===== src/rtl/bk_subtractor_24bit.sv =====
// 24-bit pipelined subtractor: diff = a - b - bin, computed as a + ~b + ~bin
// through a Brent-Kung prefix carry network split over three register stages.
// S1 holds bitwise propagate/generate, S2 the prefix up-sweep, S3 the results.

// Per-bit propagate/generate for a + ~b.
module bk_pg_cell (
    input  logic a_i,
    input  logic b_i,
    output logic p_o,
    output logic g_o
);
    assign p_o = a_i ^ ~b_i;
    assign g_o = a_i & ~b_i;
endmodule

module bk_subtractor_24bit (
    input  logic        clk,
    input  logic        rst,
    input  logic        in_valid,
    output logic        in_ready,
    input  logic [23:0] a,
    input  logic [23:0] b,
    input  logic        bin,
    output logic        out_valid,
    input  logic        out_ready,
    output logic [23:0] diff,
    output logic        bout,
    output logic        ovf,
    output logic        zero
);
    localparam int W      = 24;
    localparam int STAGES = 3;
    localparam int LEVELS = 4;   // spans 1,2,4,8 combine into 2/4/8/16-bit groups

    // Carry-network state travelling down the pipe. p is the propagate used by
    // the prefix tree (bit 0 has the carry-in folded in), p_raw the unmodified
    // propagate needed for the final sum XOR.
    typedef struct packed {
        logic [W-1:0] g;
        logic [W-1:0] p;
        logic [W-1:0] p_raw;
        logic         cin;
        logic         a_msb;
        logic         b_msb;
    } stage_t;

    typedef struct packed {
        logic [W-1:0] diff;
        logic         bout;
        logic         ovf;
        logic         zero;
    } res_t;

    logic [STAGES:1] vld_pipe_q, vld_pipe_d;
    stage_t          s1_q, s1_d, s2_q, s2_d;
    res_t            res_q, res_d;
    logic            advance;
    logic [W-1:0]    pg_p, pg_g;
    logic [W-1:0]    up_g, up_p;
    logic [W-1:0]    dn_g;
    logic [W-1:0]    carry, sum;
    logic            unused_p;

    // The whole pipe moves together; it only freezes when a result is stuck.
    assign advance  = !vld_pipe_q[STAGES] || out_ready;
    assign in_ready = advance && !rst;

    assign out_valid = vld_pipe_q[STAGES];
    assign diff      = res_q.diff;
    assign bout      = res_q.bout;
    assign ovf       = res_q.ovf;
    assign zero      = res_q.zero;

    genvar gi;
    generate
        for (gi = 0; gi < W; gi++) begin : g_pg
            bk_pg_cell u_pg (
                .a_i (a[gi]),
                .b_i (b[gi]),
                .p_o (pg_p[gi]),
                .g_o (pg_g[gi])
            );
        end
    endgenerate

    // S1 load: bitwise p/g, with the carry-in (~bin) absorbed into bit 0 so the
    // tree only ever sees pure generate at the bottom.
    always_comb begin
        s1_d = s1_q;
        if (advance) begin
            s1_d.p_raw = pg_p;
            s1_d.p     = pg_p;
            s1_d.g     = pg_g;
            s1_d.g[0]  = pg_g[0] | (pg_p[0] & ~bin);
            s1_d.p[0]  = 1'b0;
            s1_d.cin   = ~bin;
            s1_d.a_msb = a[W-1];
            s1_d.b_msb = b[W-1];
        end
    end

    // Up-sweep: at span s, position i with (i+1) a multiple of 2s absorbs the
    // group ending at i-s. Positions read at a level are never written at it.
    always_comb begin
        int s;
        int j;
        s    = 1;
        j    = 0;
        up_g = s1_q.g;
        up_p = s1_q.p;
        for (int lvl = 0; lvl < LEVELS; lvl++) begin
            s = 1 << lvl;
            for (int i = 0; i < W; i++) begin
                j = (i >= s) ? i - s : 0;
                if (((i + 1) % (2 * s)) == 0) begin
                    up_g[i] = up_g[i] | (up_p[i] & up_g[j]);
                    up_p[i] = up_p[i] & up_p[j];
                end
            end
        end
    end

    // S2 load: up-sweep groups plus the side-band bits needed at the end.
    always_comb begin
        s2_d = s2_q;
        if (advance) begin
            s2_d   = s1_q;
            s2_d.g = up_g;
            s2_d.p = up_p;
        end
    end

    // Down-sweep: fill in every remaining prefix from the widest span down.
    // Only generate is needed afterwards, so propagate is not updated here.
    always_comb begin
        int s;
        int j;
        s    = 1;
        j    = 0;
        dn_g = s2_q.g;
        for (int lvl = LEVELS - 1; lvl >= 0; lvl--) begin
            s = 1 << lvl;
            for (int i = 0; i < W; i++) begin
                j = (i >= s) ? i - s : 0;
                if ((((i + 1) % (2 * s)) == s) && ((i + 1) > (2 * s))) begin
                    dn_g[i] = dn_g[i] | (s2_q.p[i] & dn_g[j]);
                end
            end
        end
    end

    // Carry into bit i is the prefix generate of bits i-1..0 (cin into bit 0).
    assign carry = {dn_g[W-2:0], s2_q.cin};
    assign sum   = s2_q.p_raw ^ carry;

    // Prefix positions already complete after the up-sweep are never re-read.
    assign unused_p = &{s2_q.p[15], s2_q.p[7], s2_q.p[3], s2_q.p[1], s2_q.p[0]};

    // Output registers only take a new value when a real operand leaves S2.
    always_comb begin
        res_d = res_q;
        if (vld_pipe_q[2] && advance) begin
            res_d.diff = sum;
            res_d.bout = ~dn_g[W-1];
            res_d.ovf  = (s2_q.a_msb != s2_q.b_msb) && (sum[W-1] != s2_q.a_msb);
            res_d.zero = ~|sum;
        end
    end

    // Valid bits shift with the data; bubbles travel as zeros.
    always_comb begin
        vld_pipe_d = vld_pipe_q;
        if (advance) begin
            vld_pipe_d = {vld_pipe_q[STAGES-1:1], in_valid};
        end
    end

    // State update; reset drops everything in flight.
    always_ff @(posedge clk) begin
        if (rst) begin
            vld_pipe_q <= '0;
            s1_q       <= '0;
            s2_q       <= '0;
            res_q      <= '0;
        end else begin
            vld_pipe_q <= vld_pipe_d;
            s1_q       <= s1_d;
            s2_q       <= s2_d;
            res_q      <= res_d;
        end
    end
endmodule


===== config.mk =====
export PLATFORM = sky130hd
export DESIGN_NAME = bk_subtractor_24bit
export DESIGN_NICKNAME = d
export VERILOG_FILES = /design/src/rtl/bk_subtractor_24bit.sv
export SDC_FILE = /design/constraint.sdc
export NUM_CORES = 1
export LEC_CHECK = 0
export BUFFER_PORTS_ARGS = -buffer_cell sky130_fd_sc_hd__buf_2
export CELL_PAD_IN_SITES_DETAIL_PLACEMENT = 0
export CELL_PAD_IN_SITES_GLOBAL_PLACEMENT = 2
export CORE_MARGIN = 2
export CORE_UTILIZATION = 30
export DETAILED_ROUTE_END_ITERATION = 10
export PLACE_DENSITY = 0.82
export SYNTH_ARGS = -nofsm -noshare
export SYNTH_HDL_FRONTEND = slang
export SYNTH_SLANG_ARGS = --single-unit

===== constraint.sdc =====
create_clock -name clk -period 2.1 [get_ports clk]
set_input_delay 0.21 -clock clk [delete_from_list [all_inputs] [get_ports clk]]
set_output_delay 0.21 -clock clk [all_outputs]
set_load 0.05 [all_outputs]

### Yosys cells after proc, flatten, opt, wreduce, memory -nomap -nowiden

Cells that the tools add are included.

* equal/unequal tests: 2
* bitwise operators: 177
* reduce and logical (&&, ||, !) cells: 8

Operators with widths (count)
* $and A1 B1 Y1: 84
* $or A1 B1 Y1: 42
* $not A1 Y1: 26
* $reduce_or A24 Y1: 1
* $xor A1 B1 Y1: 24
* $xor A24 B24 Y24: 1
* $logic_and A1 B1 Y1: 3
* $logic_not A1 Y1: 3
* $ne A1 B1 Y1: 2
* $logic_or A1 B1 Y1: 1

* register bits after elaboration: 174
* input port bits: 53
* word-level logic and storage cells: 204

### Depth between registers and ports, before layout

Gate-level depths: netlist of run 1.

* depth after elaboration: 9
* mapped depth: 7
* depth with buffers taken out: 7

### By module

A second synthesis of run 1 with hierarchy kept.

* cell total of the unflattened synthesis: 733
* area, all modules: 5803.1 um^2

By module, submodules not included
* bk_subtractor_24bit: times used 1, cells each 685, area each 5412.7 um^2, sequential area each 2802.7 um^2
* bk_pg_cell: times used 24, cells each 2, area each 16.3 um^2, sequential area each 0.0 um^2

### Worst setup path after synthesis of run 1

Ideal clock, no wire load.

* kind: reg2reg
* start point: register vld_pipe_q[3] (netlist name)
* end point: register s2_q, in the netlist carry[16]
* setup time: 79 ps
* arrival time: 1978 ps
* data required time: 2021 ps
* setup slack: 43 ps
* stages on the path, launching flop included: 7
* buffers on the path: 2
* cells stage by stage: dfxtp_1 -> and2b_1 -> buf_2 -> buf_2 -> nor2_1 -> nand3_1 -> o211ai_1

* longest elaborated chain between the ends: 2

RTL lines
* start: declaration: RTL line 54 `logic [STAGES:1] vld_pipe_q, vld_pipe_d;`
* start signal: assignment: RTL line 186 `vld_pipe_q <= vld_pipe_d;`
* $logic_not A1 Y1: RTL line 65 `assign advance = !vld_pipe_q[STAGES] || out_ready;`
* $logic_or A1 B1 Y1: RTL line 65
* end signal: assignment: RTL line 183 `s2_q <= '0;`
* end signal: assignment: RTL line 188 `s2_q <= s2_d;`
* end: declaration: RTL line 55 `stage_t s1_q, s1_d, s2_q, s2_d;`

Every way passes these cells.
A chain may end at the register's enable or synchronous reset.

### Worst setup path after layout of run 1

* start point: register s2_q, in the netlist carry[8]
* end point: register res_q, in the netlist zero

* elaborated cells on any way between the ends: 17
* those cells by class: 15 x bitwise; 2 x reduce/logical

RTL lines
* $and A1 B1 Y1: RTL line 146 `dn_g[i] = dn_g[i] | (s2_q.p[i] & dn_g[j]);`
* $or A1 B1 Y1: RTL line 146
* $and A1 B1 Y1: RTL line 146
* $or A1 B1 Y1: RTL line 146
* $xor A24 B24 Y24: RTL line 154 `assign sum = s2_q.p_raw ^ carry;`
* via sum[14]: RTL line 61 `logic [W-1:0] carry, sum;`
* $reduce_or A24 Y1: RTL line 166 `res_d.zero = ~|sum;`
* $logic_not A1 Y1: RTL line 166
* end signal: assignment: RTL line 189 `res_q <= res_d;`
* end: declaration: RTL line 56 `res_t res_q, res_d;`

The timed path passes the listed nets, and every way through them passes these cells.

==> results.json, run 1 <==
{
  "worst_pin_slew_ns": 0.562,
  "synth_area_sq_mm": 0.00579,
  "wl_per_cell_um": 13.4,
  "max_stage_delay_ns": 0.51,
  "num_antenna_cells": 0,
  "async_flop_share": 0,
  "synthMuxAreaShare": 0,
  "insertion_delay_ns": 0.42,
  "io_buffers": 81,
  "start_kind": "flip-flop",
  "synth_fa_ha_area_frac": 0.0756,
  "power.density_mw_per_mm2": 902,
  "layout.nets": 888,
  "clock.fmax_ghz": 0.484,
  "vias": 4826,
  "ant_nets": 0,
  "ys_types": 35,
  "synth_compound_area_frac": 0.166,
  "min_period_over_period": 0.983,
  "num-fill-cells": 2032,
  "avgSynthCellArea_sq_um": 7.92,
  "finalSetupViolCount": 0,
  "synth_top_cells_by_count": "232 x nand2_1, 140 x dfxtp_1, 128 x a21oi_1",
  "overflow": 0,
  "std_cell_rows": 50,
  "slew_violations": 0,
  "endpoint_kind": "flip-flop",
  "ios": 82,
  "required_ns": 2.44,
  "synth-xor-area-share": 0.00756,
  "synth-simple-area-share": 0.217,
  "drt-total-wl_mm": 14.3,
  "areaGrowthSynthToFinish_pct": 23.0,
  "final_layout_size_suffix_gt1_frac": 0.167,
  "cap_violations": 0,
  "synth.most_common_cell": "nand2_1",
  "grt_pass1_wl_mm": 23.4,
  "cts_inserted_buffers": 17,
  "crit_type": "flip-flop to flip-flop",
  "total_power_w": 0.00643,
  "first_global_vias": 4503,
  "stdcell_area_sq_mm": 0.00713,
  "synth_edf_count": 0,
  "syn_inst": 732,
  "slew_headroom": 0.625,
  "cts_max_level": 4,
  "synth_seq_cells": 140,
  "die_h_um": 143,
  "wl_met3_um": 553,
  "drc_errors": 0,
  "drtIter0Drc": 279,
  "synth_largest_area_cell": "dfxtp_1",
  "min_path_type": "primary input to flip-flop",
  "rsz0062_at_grt": "yes",
  "core-area_sq_mm": 0.0188,
  "synth_top_family_by_area": "simple AND/OR/NAND/NOR gates",
  "cts_buffer_depth": 2,
  "grt_max_degree": 117,
  "start_util": 0.308,
  "via_per_inst": 4.50,
  "path_cells": "a21o_1, a21o_1, ha_4, nor4_4, nand4_1, or4_4, o31ai_2",
  "hpwl_mm": 9.90,
  "fin_skew_ns": 0.00910,
  "cts.clk_slew.worst_paths_ns": 0.06,
  "postCtsSetupBuffers": 0,
  "clock_sinks": 140,
  "cts_tree": "built",
  "leakagePower_nw": 3.11,
  "status": "finished, final reports clean",
  "synth-main-ff-cell": "dfxtp_1",
  "arrival_ns": 2.40,
  "cp_slowest_cell": "or4_4",
  "gp_congestion": 0.755,
  "synth-seq-area-share": 0.484,
  "utilization": 0.379,
  "synth_top_area_frac": 0.484,
  "synth_area_leaders": "dfxtp_1 48%, nand2_1 15%, a21oi_1 11%",
  "top_layer_used": "met4",
  "crit_top_cell": "a21o_1",
  "routedLengthMet1_mm": 7.96,
  "ys_warn_count": 0,
  "fin_crit_ns": 2.06,
  "die_w_um": 143,
  "drt_pass1_iterations": 4,
  "met2WireLength_mm": 5.69,
  "root_buffer": "clkbuf_16",
  "antenna_found_initial": 0,
  "vdd.ir_drop.worst_mv": 0.541,
  "hold_violations": 0,
  "synth_nets": 820,
  "track_usage": 0.146,
  "placed_area_sq_mm": 0.00646,
  "critPathMaxFanout": 2,
  "die_area_sq_mm": 0.0204
}
==> stage by stage <==
stage	setup slack [ns]	hold WS [ns]	std cells	setup TNS (ns)
6_report	0.0356	0.0449	1072	0
5_1_grt	-0.0268	0.0386	1072	-0.0268
4_1_cts	-0.0214	0.0275	1072	-0.0214
3_5_place_dp	-0.119	0.417	1040	-0.119
3_3_place_gp	-0.121	0.412	1040	-0.121
2_1_floorplan	0.0434	0.306	732	0
==> power by group <==
part | internal (W) | switching [W] | leakage [nW]
registers | 0.00279 | 0.000102 | 1.15
clock network | 0.00178 | 0.00117 | 0.286
logic | 0.000237 | 0.000351 | 1.67
total | 0.00481 | 0.00162 | 3.11
==> logic make-up (layout without fill, tap and decap cells) <==
kind of cell | after synthesis | in the layout
compound gates | 174 | 174
xor+xnor | 5 | 5
fa+ha+maj | 35 | 35
buf+inv | 71 | 151
flops | 140 | 140
simple gates | 307 | 307
==> area by class of cell <==
class	instances	area [sq um]	area share
flip-flops and latches	140	2800	0.393
multi-input cells	521	2780	0.390
clock inverters	13	144	0.0202
well taps	260	325	0.0456
inverters	25	93.8	0.0132
clock buffers	18	439	0.0616
repair buffers	95	543	0.0762
==> repair_timing <==
action                                  CTS  global route
endpoints found under the setup margin    1             2
pin swaps                                 7             7
hold endpoints to repair                  1             0
gates resized for setup                   4             7
hold buffers                              1             0
==> path summary, 6_finish.rpt <==
check | start | to | slack, ns | cells after the start
max reg2reg | carry[8] | zero | 0.04 | 7
min reg2reg | diff[8] | diff[8] | 0.45 | 2
max | carry[8] | zero | 0.04 | 7
min | b[23] | s1_q[0] | 0.04 | 3
==> registers in the layout, indices dropped and copies added, names as in the netlist <==
register and flops:
s1_q 51, diff 24, carry 6, zero 1, s2_q 53, vld_pipe_q 3, bout 1, ovf 1
==> layer usage <==
layer / global-route usage / vias to the layer above
met2: 0.199 / 84
met5: 0 / -
met3: 0.0372 / 11
met4: 0.0469 / 0
li1: - / 2581
met1: 0.222 / 2150
==> cells in the final DEF (no fill, tap or decap), drive strengths merged <==
cell type,n
and2,1
and4,1
buf,94
xnor2,5
nand4,3
nor3,5
clkinv,8
ha,35
a21oi,128
o22ai,1
o21ai,14
or3b,1
nand3b,2
and2b,1
a311oi,1
o31ai,1
nand2b,1
a22o,1
or4,2
o211ai,1
nor4,4
a22oi,4
nand3,15
dlygate4sd3,1
clkinvlp,1
inv,27
a211oi,8
clkbuf,18
dfxtp,140
or3,9
nand2,232
bufinv,2
a2111oi,1
nor2,30
a21o,13
o32ai,1
==> critical path, delay by kind of cell, from the launching register on <==
kind,cells,cell delay [ns]
AOI/OAI and AO/OA,3,0.56
DFF,1,0.32
adders and majority gates,1,0.23
and+or+nand+nor,3,0.89
Power figures use the tool's default switching activity.
==> run 2: changes to the inputs <==
HOLD_SLACK_MARGIN = 0.12   (was unset)
==> results.json, run 2 (same netlist as run 1, synthesis figures left out) <==
{
  "vias": 4830,
  "endpoint_kind": "flip-flop",
  "p_sw_w": 0.00162,
  "layout_common_cells": "232 x nand2_1, 139 x dfxtp_1, 128 x a21oi_1",
  "power.density_mw_per_mm2": 899,
  "clock_sinks": 140,
  "fin_crit_ns": 2.06,
  "cts_inserted_buffers": 17,
  "internal_power_w": 0.00481,
  "crit_type": "flip-flop to flip-flop",
  "min_period_over_period": 0.982,
  "largest_reg_flops": 53,
  "clock.fmax_ghz": 0.485,
  "cts_max_level": 4,
  "cts_tree": "built",
  "p_sw_frac": 0.252,
  "vdd.ir_drop.worst_mv": 0.539,
  "start_util": 0.308,
  "pwr-share-seq": 0.449,
  "stdcell_area_sq_mm": 0.00716,
  "cap_violations": 0,
  "antenna_found_initial": 0,
  "min_path_type": "primary input to flip-flop",
  "place_inst": 1040,
  "areaGrowthSynthToFinish_pct": 23.5,
  "insertion_delay_ns": 0.43,
  "rsz0062_at_grt": "yes",
  "worst_pin_slew_ns": 0.571,
  "cts_buffer_depth": 2,
  "drtIter0Drc": 288,
  "mostFrequentLayoutCell": "nand2_1",
  "drt_pass1_iterations": 4,
  "die_w_um": 143,
  "via_per_inst": 4.49,
  "fin_cells": 1075,
  "num_antenna_cells": 0,
  "grt_max_degree": 117,
  "fin_skew_ns": 0.0175,
  "leakagePower_nw": 3.12,
  "critPathMaxFanout": 2,
  "slew_violations": 0,
  "overflow": 0,
  "fin_setup_tns_ns": 0,
  "drc_errors": 0,
  "ant_nets": 0,
  "grt_pass1_wl_mm": 23.5,
  "die_area_sq_mm": 0.0204,
  "gp_congestion": 0.755,
  "finalSetupViolCount": 0,
  "pwr-share-clk": 0.459,
  "root_buffer": "clkbuf_16",
  "drt-total-wl_mm": 14.4,
  "ios": 82,
  "track_usage": 0.147,
  "io_buffers": 81,
  "required_ns": 2.44,
  "hold_violations": 0,
  "p_comb_frac": 0.092,
  "first_global_vias": 4516,
  "start_kind": "flip-flop",
  "arrival_ns": 2.40,
  "placed_area_sq_mm": 0.00646,
  "status": "finished, final reports clean",
  "cts.clk_slew.worst_paths_ns": 0.06,
  "die_h_um": 143,
  "final_layout_size_suffix_gt1_frac": 0.167,
  "slew_headroom": 0.620,
  "hpwl_mm": 9.90,
  "layout.nets": 891,
  "wl_per_cell_um": 13.4,
  "core-area_sq_mm": 0.0188,
  "top_register": "s2_q",
  "std_cell_rows": 50
}
-- run 2: cell type report --
class	instances	area [sq um]
timing repair buffer	98	573
clock buffer	18	439
sequential	140	2800
fill	2030	11700
inverter	25	93.8
clock inverter	13	144
multi-input combinational	521	2780
tap	260	325
-- run 2: repair_timing --
| action | in CTS | in global routing |
|---|---|---|
| endpoints found under the hold margin | 4 | 0 |
| gates cloned | 0 | 0 |
| hold buffers | 4 | 0 |
| resized for setup | 4 | 7 |
| endpoints found under the setup margin | 1 | 2 |
| pin swaps | 7 | 7 |
| setup buffers | 0 | 0 |
-- run 2: power by group through the flow --
| stage | Combinational [W] | Sequential, W | Clock [W] |
|---|---|---|---|
| after floorplan | 0.000333 | 0.00296 | 0 |
| after global placement | 0.000562 | 0.00294 | 0 |
| after detailed placement | 0.000560 | 0.00295 | 0 |
| after CTS | 0.000587 | 0.00289 | 0.00302 |
| after global routing | 0.000670 | 0.00291 | 0.00312 |
| final | 0.000592 | 0.00289 | 0.00295 |
-- run 2: final timing paths --
kind / start / end / slack (ns) / cells after the start
min reg2reg: diff[8] / diff[8] / 0.45 / 2
max: carry[8] / zero / 0.04 / 7
min: a[0] / s1_q[51] / 0.17 / 4
max reg2reg: carry[8] / zero / 0.04 / 7
-- run 2: worst max-delay path: stages (launching register included) --
cell and delay [ns]:
dfxtp_2 0.32, a21o_1 0.20, a21o_1 0.19, ha_4 0.23
nor4_4 0.25, nand4_1 0.13, or4_4 0.51, o31ai_2 0.17
-- run 2: layer usage --
layer | share of wire | vias up | track usage
met5 | 0 | - | 0
met2 | 0.39 | 86 | 0.199
li1 | - | 2587 | -
met4 | 0.0084 | 0 | 0.0469
met3 | 0.038 | 7 | 0.0372
met1 | 0.56 | 2150 | 0.223
-- run 2: through the flow --
stage	total power, W	worst slack [ns]	util	hold slack, ns
after floorplan	0.00330	0.0434	-	0.306
after global placement	0.00351	-0.121	0.343	0.412
after detailed placement	0.00351	-0.119	0.343	0.417
after CTS	0.00650	-0.0214	0.378	0.155
after global routing	0.00670	-0.0268	0.380	0.184
final	0.00643	0.0375	0.380	0.167
